$ cat src/rtl/led_pattern_ctrl_if.sv
// Pattern-controller bus: the switch and button inputs plus the registered LED outputs.
interface led_pattern_ctrl_if #(
  parameter int N_LEDS = 4
);
  logic [2:0]        i_sw;
  logic              i_mode_btn;
  logic [N_LEDS-1:0] o_led;
  logic [1:0]        o_mode;
  logic              o_tick;

  modport master (
    output i_sw, i_mode_btn,
    input  o_led, o_mode, o_tick
  );

  modport slave (
    input  i_sw, i_mode_btn,
    output o_led, o_mode, o_tick
  );
endinterface

$ cat src/rtl/led_pattern_ctrl.sv
// LED pattern sequencer: a prescaler tick generator and a four-mode pattern FSM.
//
// state    | meaning
// ---------+--------------------------------------------------
// SHIFT_L  | single lit LED rotating towards the MSB
// SHIFT_R  | single lit LED rotating towards the LSB
// FLASH    | all LEDs toggling between on and off
// PINGPONG | single lit LED bouncing between the end LEDs
module led_pattern_ctrl #(
  parameter int              N_LEDS = 4,
  parameter int              N_CNT  = 32,
  parameter logic [N_CNT-1:0] LIM0  = 32'd49999999,
  parameter logic [N_CNT-1:0] LIM1  = 32'd24999999,
  parameter logic [N_CNT-1:0] LIM2  = 32'd12499999,
  parameter logic [N_CNT-1:0] LIM3  = 32'd6249999
) (
  input  logic               clk,
  input  logic               i_reset,
  led_pattern_ctrl_if.slave  bus
);

  typedef enum logic [1:0] {
    SHIFT_L  = 2'b00,
    SHIFT_R  = 2'b01,
    FLASH    = 2'b10,
    PINGPONG = 2'b11
  } mode_t;

  localparam logic [N_LEDS-1:0] LED_LSB = N_LEDS'(1);
  localparam logic [N_LEDS-1:0] LED_MSB = LED_LSB << (N_LEDS - 1);

  mode_t             r_mode;
  mode_t             w_mode_nxt;
  logic [N_CNT-1:0]  r_cnt;
  logic [N_LEDS-1:0] r_led;
  logic              r_dir;        // 0 = moving left (towards MSB), 1 = moving right
  logic              r_tick;
  logic              r_btn_prev;

  logic              w_btn_rise;
  logic              w_en;
  logic [N_CNT-1:0]  w_limit;
  logic              w_tc;
  logic [N_LEDS-1:0] w_load_led;
  logic              w_load_dir;
  logic [N_LEDS-1:0] w_step_led;
  logic              w_step_dir;

  assign w_btn_rise = bus.i_mode_btn & ~r_btn_prev;
  assign w_en       = bus.i_sw[0];

  // Speed select; >= compare lets a shrinking limit fire on the next edge.
  always_comb begin
    w_limit = LIM0;
    case (bus.i_sw[2:1])
      2'b00:   w_limit = LIM0;
      2'b01:   w_limit = LIM1;
      2'b10:   w_limit = LIM2;
      default: w_limit = LIM3;
    endcase
  end

  assign w_tc = (r_cnt >= w_limit);

  // Mode state register; button history resets high so a held button is ignored.
  always_ff @(posedge clk or posedge i_reset) begin
    if (i_reset) begin
      r_mode     <= SHIFT_L;
      r_btn_prev <= 1'b1;
    end else begin
      r_mode     <= w_mode_nxt;
      r_btn_prev <= bus.i_mode_btn;
    end
  end

  // Next mode: advance on a button rising edge regardless of enable.
  always_comb begin
    w_mode_nxt = r_mode;
    if (w_btn_rise) begin
      case (r_mode)
        SHIFT_L:  w_mode_nxt = SHIFT_R;
        SHIFT_R:  w_mode_nxt = FLASH;
        FLASH:    w_mode_nxt = PINGPONG;
        default:  w_mode_nxt = SHIFT_L;
      endcase
    end
  end

  // Mode-dependent pattern: reload value for the incoming mode and one step of the current one.
  always_comb begin
    w_load_led = LED_LSB;
    w_load_dir = 1'b0;
    case (w_mode_nxt)
      SHIFT_R: w_load_led = LED_MSB;
      FLASH:   w_load_led = '1;
      default: w_load_led = LED_LSB;
    endcase

    w_step_led = r_led;
    w_step_dir = r_dir;
    case (r_mode)
      SHIFT_L: w_step_led = {r_led[N_LEDS-2:0], r_led[N_LEDS-1]};
      SHIFT_R: w_step_led = {r_led[0], r_led[N_LEDS-1:1]};
      FLASH:   w_step_led = ~r_led;
      default: begin
        if (!r_dir && r_led[N_LEDS-1]) begin
          w_step_dir = 1'b1;
          w_step_led = r_led >> 1;
        end else if (r_dir && r_led[0]) begin
          w_step_dir = 1'b0;
          w_step_led = r_led << 1;
        end else if (r_dir) begin
          w_step_led = r_led >> 1;
        end else begin
          w_step_led = r_led << 1;
        end
      end
    endcase
  end

  // Prescaler and pattern register; a mode change outranks a terminal count.
  always_ff @(posedge clk or posedge i_reset) begin
    if (i_reset) begin
      r_cnt  <= '0;
      r_tick <= 1'b0;
      r_led  <= LED_LSB;
      r_dir  <= 1'b0;
    end else if (w_btn_rise) begin
      r_cnt  <= '0;
      r_tick <= 1'b0;
      r_led  <= w_load_led;
      r_dir  <= w_load_dir;
    end else if (!w_en) begin
      r_cnt  <= '0;
      r_tick <= 1'b0;
    end else if (w_tc) begin
      r_cnt  <= '0;
      r_tick <= 1'b1;
      r_led  <= w_step_led;
      r_dir  <= w_step_dir;
    end else begin
      r_cnt  <= r_cnt + N_CNT'(1);
      r_tick <= 1'b0;
    end
  end

  assign bus.o_led  = r_led;
  assign bus.o_mode = r_mode;
  assign bus.o_tick = r_tick;

endmodule
$ cat src/flat_wrapper.sv
// flat-port wrapper written by rule: the top's interface ports become plain ports
module led_pattern_ctrl_flat 
#(
  parameter int              N_LEDS = 4,
  parameter int              N_CNT  = 32,
  parameter logic [N_CNT-1:0] LIM0  = 32'd49999999,
  parameter logic [N_CNT-1:0] LIM1  = 32'd24999999,
  parameter logic [N_CNT-1:0] LIM2  = 32'd12499999,
  parameter logic [N_CNT-1:0] LIM3  = 32'd6249999
)
  (clk, i_reset, bus_i_sw, bus_i_mode_btn, bus_o_led, bus_o_mode, bus_o_tick);
  led_pattern_ctrl_if #(.N_LEDS(N_LEDS)) bus_i ();
  input  logic clk;
  input  logic i_reset;
  input wire logic [$bits(bus_i.i_sw)-1:0] bus_i_sw;
  input wire logic [$bits(bus_i.i_mode_btn)-1:0] bus_i_mode_btn;
  output wire logic [$bits(bus_i.o_led)-1:0] bus_o_led;
  output wire logic [$bits(bus_i.o_mode)-1:0] bus_o_mode;
  output wire logic [$bits(bus_i.o_tick)-1:0] bus_o_tick;
  assign bus_i.i_sw = bus_i_sw;
  assign bus_i.i_mode_btn = bus_i_mode_btn;
  assign bus_o_led = bus_i.o_led;
  assign bus_o_mode = bus_i.o_mode;
  assign bus_o_tick = bus_i.o_tick;
  led_pattern_ctrl #(.N_LEDS(N_LEDS), .N_CNT(N_CNT), .LIM0(LIM0), .LIM1(LIM1), .LIM2(LIM2), .LIM3(LIM3)) u_core (.clk(clk), .i_reset(i_reset), .bus(bus_i));
endmodule
$ cat config.mk
export PLATFORM = sky130hd
export DESIGN_NAME = led_pattern_ctrl_flat
export DESIGN_NICKNAME = d
export VERILOG_FILES = /design/src/rtl/led_pattern_ctrl_if.sv /design/src/rtl/led_pattern_ctrl.sv /design/src/flat_wrapper.sv
export SDC_FILE = /design/constraint.sdc
export NUM_CORES = 1
export LEC_CHECK = 0
export ABC_AREA = 0
export CORE_ASPECT_RATIO = 0.6
export CORE_MARGIN = 2
export CORE_UTILIZATION = 39
export DETAILED_ROUTE_END_ITERATION = 16
export SYNTH_ARGS = -nofsm -noshare
export SYNTH_HDL_FRONTEND = slang
export SYNTH_SLANG_ARGS = --single-unit
$ cat constraint.sdc
create_clock -name clk -period 3.35 [get_ports clk]
set_input_delay 0.67 -clock clk [delete_from_list [all_inputs] [get_ports clk]]
set_output_delay 0.67 -clock clk [all_outputs]
set_load 0.02 [all_outputs]
==> flow_summary_export.csv, run 1 <==
group,metric,value,unit
hold_path,hp-class,"reg2reg",
placed_design,routabilityCongestion,0.8980,
clock_tree,cts_tree,"built",
critical_path,path_max_fanout,5,
route,drc,0,
pwr,p_total,1.465,mW
global_routing,grt_max_degree,42,
cells_and_area,drive_above_1_share,0.09740,
timing,relSlewSlack,0.6366,
synthesis,synthDistinctLibCells,44,
die,chipHeight,66.40,µm
route,ant_nets,0,
synthesis,synth-seq-area-share,0.4063,
die,die_w,108.0,µm
synthesis,ys_top_cells_by_area,"dfrtp_1 (39%), ha_1 (12%), nor2_1 (6.7%), xnor2_1 (4.2%), xor2_1 (3.8%)",
synthesis,synth_edf_count,0,
timing,worst_hold_slack,0.4895,ns
timing,slew_violations,0,
timing,max_freq,318.6,MHz
placed_design,placed_cells,384,
pwr,p_int,0.9718,mW
pwr,switching_share,0.3366,
route,routed_wl,5414,µm
route,drt_first_pass_iters,5,
critical_path,cpPeakStageDelay,0.52,ns
synthesis,synth.largest_area_cell,"dfrtp_1",
clock_tree,cts-root-buf,"clkbuf_8",
clock_tree,h-tree-depth,2,
placed_design,dp_hpwl,4185,µm
clock_tree,cts_resized,0,
synthesis,ys_seq_elements,41,
pwr,switchingPower,0.4931,mW
cells_and_area,multi_input_comb_area,1406,µm²
die,die-area,7172,µm²
timing,hold_viol_final,0,
die,io_pins,13,
status,status,"complete, no violations",
cells_and_area,syn2layout_area_growth,16.61,%
pwr,leakage,1.278,nW
pwr,p_per_area,496.3,nW/µm²
cells_and_area,finalNonFillerCells,392,
global_routing,overflow,0,
cells_and_area,fin_util,0.4766,
cells_and_area,fill_cells,592,
hold_path,hp-start,"u_core.r_cnt[0]$_DFF_PP0_",
route,drtIter0Drc,164,
clock_tree,cts.sinks,41,
critical_path,end_kind,"flip-flop",
die,num_rows,22,
timing,period_minus_slack,3.138,ns
synthesis,netlist_area,2531,µm²
global_routing,antenna_found_initial,0,
timing,grt_setup_unrepaired,"no",
critical_path,cp-start-kind,"input port",
critical_path,path_class,"in2reg",
synthesis,synth_cells,278,
cells_and_area,nets,338,
run,cap_viol_max_count,0,
timing,clock_skew,0.01448,ns
global_routing,grt_pass1_wl,9266,µm
route,vias_per_cell,5.033,
clock_tree,clock_latency,0.30,ns
clock_tree,cts-buffers-inserted,5,
critical_path,required,3.59,ns
clock_tree,hold_buffers,0,
synthesis,yosys_warnings,0,
pwr,p_clk_frac,0.270,
critical_path,slowest_stage,"or4_4",
die,fp.coreArea,6193,µm²
die,start_util,0.4087,
global_routing,grt.total_usage,0.1715,
timing,tns,0,ns
timing,tightest_slew,0.5415,ns
route,vias,1973,
synthesis,synth_top_area_frac,0.3856,
cells_and_area,seqCellArea,1028,µm²
critical_path,r2r_start,"u_core.r_cnt[9]$_DFF_PP0_",
pwr,combPwrFrac,0.309,
placed_design,io_buffer_count,12,
clock_tree,path_clk_slew,0.08,ns
cells_and_area,diodes,0,
critical_path,path_cells,"clkdlybuf4s50_1, inv_1, buf_4, nor2_1, ha_1, a21oi_1, nor2b_1, or4_4, o211a_4, buf_4, nor4_1, a211o_1",
critical_path,cpMostUsedCell,"buf_4",
clock_tree,post_cts_buffers,0,
route,wire_per_inst,13.81,µm
timing,post-route-period-util,0.9369,
global_routing,grt_pass1_vias,1774,
synthesis,async_reset_ff_frac,1.000,
pwr,seq_power_share,0.421,
pwr,ir_drop,0.2303,mV
critical_path,cp-startpoint,"bus_i_sw[2]",
clock_tree,clock_path_buffers,2,
synthesis,synth_flop_cell,"dfrtp_1",
timing,setup_viol,0,
critical_path,critPathArrivalTime,3.38,ns
synthesis,avgSynthCellArea,9.105,µm²
-- stage by stage --
step / cell area, µm² / setup WS [ns]
3_3_place_gp: 2840 / 0.04267
6_report: 2952 / 0.2115
4_1_cts: 2952 / 0.2365
3_5_place_dp: 2840 / -0.08197
5_1_grt: 2952 / 0.1077
2_1_floorplan: 2546 / 0.4564
-- cells in the final DEF (no fill, tap or decap), drive strengths merged, types with 5 or more instances in the layout --
| cell | instances |
|---|---|
| inv | 22 |
| xor2 | 11 |
| nor2 | 45 |
| nand4 | 8 |
| ha | 25 |
| buf | 13 |
| and4 | 5 |
| dfrtp | 39 |
| xnor2 | 12 |
| nor3 | 8 |
| nand3 | 13 |
| a21oi | 15 |
| nand2 | 18 |
| clkbuf | 6 |
| conb | 5 |
| clkdlybuf4s50 | 12 |
| o21ai | 8 |
-- per-layer routing --
layer  track usage  up-vias  part of all wire
met4       0.05288        0             0.013
met2        0.2005       50              0.35
met5             0        -                 0
li1              -     1013                 -
met1        0.2912      904              0.58
met3       0.03547        6             0.060
-- kinds of logic (layout without fill, tap and decap cells) --
family,count (synthesis),in the layout,share of synthesized area
and+or+nand+nor,116,116,0.2299
AOI/OAI and AO/OA,43,43,0.1152
DFF,41,41,0.4063
buffers and inverters,29,55,0.04400
adders and majority gates,25,25,0.1236
xor gates and xnor gates,23,23,0.07958
other,1,5,0.001482
-- layout make-up --
type | count | share of cell area
Inverter | 22 | 0.02798
Timing Repair Buffer | 25 | 0.07376
Sequential cell | 41 | 0.3485
Clock inverter | 2 | 0.01314
Clock buffer | 6 | 0.02459
Multi-Input combinational cell | 212 | 0.4765
Tap cell | 84 | 0.03561
-- sequential cells by signal, indices dropped and copies added (netlist names) --
| register | flops |
|---|---|
| u_core.r_cnt | 32 |
| u_core.bus.o_led | 4 |
| u_core.bus.o_mode | 2 |
| u_core.bus.o_tick | 1 |
| u_core.r_btn_prev | 1 |
| u_core.r_dir | 1 |
-- Yosys cell counts, drive strengths merged, types with 2 or more instances --
| library cell | number |
|---|---|
| nor2 | 45 |
| dfrtp | 39 |
| ha | 25 |
| inv | 22 |
| nand2 | 18 |
| a21oi | 15 |
| nand3 | 13 |
| xnor2 | 12 |
| xor2 | 11 |
| nand4 | 8 |
| nor3 | 8 |
| o21ai | 8 |
| and4 | 5 |
| clkbuf | 5 |
| nor2b | 4 |
| o211ai | 4 |
| nand2b | 3 |
| or2 | 3 |
| a211oi | 2 |
| a22oi | 2 |
| and3 | 2 |
| buf | 2 |
| dfstp | 2 |
| nor4 | 2 |
| o21a | 2 |
| o221ai | 2 |
| or4 | 2 |
-- path summary, 6_finish.rpt --
path	endpoint	slack [ns]	cells after the start
max in group asynchronous	u_core.r_cnt[20]$_DFF_PP0_	2.18	3
min in group asynchronous	u_core.r_cnt[13]$_DFF_PP0_	0.79	3
min reg2reg	u_core.r_cnt[0]$_DFF_PP0_	0.49	1
min	u_core.r_cnt[0]$_DFF_PP0_	0.49	1
max reg2reg	u_core.bus.o_led[1]$_DFFE_PP0P_	0.84	8
max	u_core.bus.o_led[1]$_DFFE_PP0P_	0.21	12
-- power by group through the flow --
stage	registers, mW	clock network [mW]	logic [mW]
final	0.617	0.396	0.452
after global routing	0.627	0.433	0.510
after floorplan	0.636	0	0.269
after detailed placement	0.626	0	0.447
after global placement	0.625	0	0.442
after CTS	0.616	0.408	0.450
-- critical path, delay by kind of cell --
| kind | cells | cell delay [ns] |
|---|---|---|
| simple gates | 4 | 1.08 |
| buf+inv | 4 | 0.82 |
| compound gates | 3 | 0.53 |
| fa+ha+maj | 1 | 0.27 |
(Power assumes the default switching activity.)
==> run 2, diff against run 1 <==
==> constraint.sdc (replaced) <==
create_clock -name clk -period 3 [get_ports clk]
set_input_delay 0.6 -clock clk [delete_from_list [all_inputs] [get_ports clk]]
set_output_delay 0.6 -clock clk [all_outputs]
set_load 0.02 [all_outputs]
==> run 2 against run 1 <==
Non-clock buffer count is 6 higher. Highest routed layer unchanged. Global-route usage is essentially flat. Clock skew shrank 0.0058 ns.
==> flow_summary_export.csv, run 2 (synthesis gave the netlist of run 1 again) <==
group,metric,value,unit
die,die-area,7172,µm²
clock_tree,cts_tree,"built",
route,vias,1991,
pwr,p_per_area,514.8,nW/µm²
clock_tree,clock_latency,0.30,ns
timing,tns,0,ns
hold_path,hp-class,"reg2reg",
die,die_w,108.0,µm
cells_and_area,layout_commonest_cell,"nor2_1",
critical_path,path_max_fanout,4,
global_routing,grt_pass1_vias,1786,
route,wire_per_inst,14.04,µm
cells_and_area,diodes,0,
route,drtIter0Drc,101,
status,status,"complete, no violations",
route,vias_per_cell,5.003,
global_routing,grt.total_usage,0.1711,
critical_path,slowest_stage,"or4_4",
timing,tightest_slew,0.5268,ns
pwr,ir_drop,0.2260,mV
cells_and_area,drive_above_1_share,0.1401,
route,routed_wl,5586,µm
critical_path,cp.depth,11,
critical_path,path_delay_family,"simple AND/OR/NAND/NOR gates",
critical_path,critPathBufInv,3,
cells_and_area,regMostFlops,"u_core.r_cnt",
placed_design,io_buffer_count,12,
die,num_rows,22,
critical_path,path_class,"in2reg",
timing,setup_viol,0,
clock_tree,clock_path_buffers,2,
timing,relSlewSlack,0.6488,
run,cap_viol_max_count,0,
timing,slew_violations,0,
timing,max_freq,345.5,MHz
cells_and_area,seqCellArea,1028,µm²
clock_tree,post_cts_buffers,0,
timing,hold_viol_final,0,
die,start_util,0.4087,
critical_path,end_kind,"flip-flop",
critical_path,cpPeakStageDelay,0.50,ns
hold_path,min_path_cells,1,
critical_path,critPathArrivalTime,3.08,ns
die,io_pins,13,
cells_and_area,nets,344,
global_routing,grt_pass1_wl,9308,µm
placed_design,dp_hpwl,4193,µm
cells_and_area,syn2layout_area_growth,19.97,%
global_routing,grt_max_degree,42,
die,fp.coreArea,6193,µm²
timing,period_minus_slack,2.894,ns
critical_path,cp-start-kind,"input port",
global_routing,antenna_found_initial,0,
die,chipHeight,66.40,µm
critical_path,required,3.19,ns
placed_design,placed_area,2885,µm²
clock_tree,cts.sinks,41,
critical_path,path_cells,"clkdlybuf4s50_1, inv_1, buf_4, nor2_4, ha_4, nand4_1, nor3_1, or4_4, o211a_4, or2_4, a211o_1",
critical_path,reg2reg_depth,7,
clock_tree,path_clk_slew,0.09,ns
timing,clock_skew,0.008731,ns
clock_tree,hold_buffers,0,
cells_and_area,multi_input_comb_area,1470,µm²
pwr,leakage,1.288,nW
timing,post-route-period-util,0.9648,
global_routing,overflow,0,
placed_design,routabilityCongestion,0.8470,
timing,grt_setup_unrepaired,"no",
clock_tree,cts-buffers-inserted,5,
cells_and_area,final_cell_mix,"nor2_1 (43), dfrtp_1 (39), inv_1 (22), ha_1 (22), buf_4 (19)",
cells_and_area,largest_reg_flops,32,
route,ant_nets,0,
cells_and_area,design_area,3037,µm²
cells_and_area,fill_cells,582,
clock_tree,cts-root-buf,"clkbuf_8",
route,drt_first_pass_iters,4,
route,drc,0,
clock_tree,h-tree-depth,2,
-- run 2: changes by cell type in the layout (fill, tap and decap cells not counted), moves of 2 or more --
cell        delta
clkinvlp_4     +2
ha_4           +3
nor2_1         -2
buf_4          +6
ha_1           -3
-- run 2: metrics by stage --
stage | utilization | hold WS (ns) | setup slack (ns) | std cells | power (mW)
6_report | 0.4903 | 0.4983 | 0.1056 | 398 | 1.563
5_1_grt | 0.4903 | 0.5148 | 0.008774 | 398 | 1.684
4_1_cts | 0.4800 | 0.4924 | 0.01818 | 398 | 1.566
3_5_place_dp | 0.4659 | 0.4801 | -0.2909 | 390 | 1.195
3_3_place_gp | 0.4659 | 0.4768 | -0.2472 | 390 | 1.194
2_1_floorplan | - | 0.4479 | 0.1764 | 282 | 1.010
-- run 2: cell type report --
| type | instances | share of cell area |
|---|---|---|
| Clock buffer | 6 | 0.02390 |
| Multi-Input combinational cell | 212 | 0.4841 |
| Sequential cell | 41 | 0.3387 |
| Timing Repair Buffer | 31 | 0.08653 |
| Clock inverter | 2 | 0.004944 |
| Inverter | 22 | 0.02719 |
| Tap cell | 84 | 0.03461 |
-- run 2: worst paths after layout --
kind                                           startpoint                         endpoint  slack, ns
worst min register to register  u_core.r_cnt[0]$_DFF_PP0_        u_core.r_cnt[0]$_DFF_PP0_       0.50
worst max register to register  u_core.r_cnt[9]$_DFF_PP0_  u_core.bus.o_led[1]$_DFFE_PP0P_       0.64
max in group asynchronous                         i_reset  u_core.bus.o_led[0]$_DFFE_PP1P_       1.89
min in group asynchronous                         i_reset       u_core.r_cnt[15]$_DFF_PP0_       0.73
worst max-delay path                          bus_i_sw[2]  u_core.bus.o_led[1]$_DFFE_PP0P_       0.11
worst min-delay path            u_core.r_cnt[0]$_DFF_PP0_        u_core.r_cnt[0]$_DFF_PP0_       0.50
-- run 2: worst register-to-register path, stage by stage (launching register included) --
cell	delay, ns
dfrtp_1	0.47
ha_4	0.28
a211oi_2	0.20
nor3_1	0.07
or4_4	0.50
o211a_4	0.25
or2_4	0.24
a211o_1	0.25
-- run 2: metal layers --
layer  up-vias  wire length [µm]  global-route usage
met5         -                 0                   0
li1       1026                 -                   -
met3         7               260             0.04039
met4         0                63             0.04968
met2        38              1916              0.1950
met1       920              3346              0.2919
-- run 2: timing repair --
action,in CTS,in global routing
setup endpoints to repair,0,23
gates resized for setup,0,9
hold endpoints to repair,0,0
-- run 2: where the power goes --
group / leakage [nW] / internal [mW] / total [mW] / switching (mW)
Clock: 0.0374 / 0.164 / 0.366 / 0.202
Combinational: 0.705 / 0.235 / 0.509 / 0.275
Sequential: 0.545 / 0.605 / 0.688 / 0.0830
Total: 1.29 / 1.00 / 1.56 / 0.560
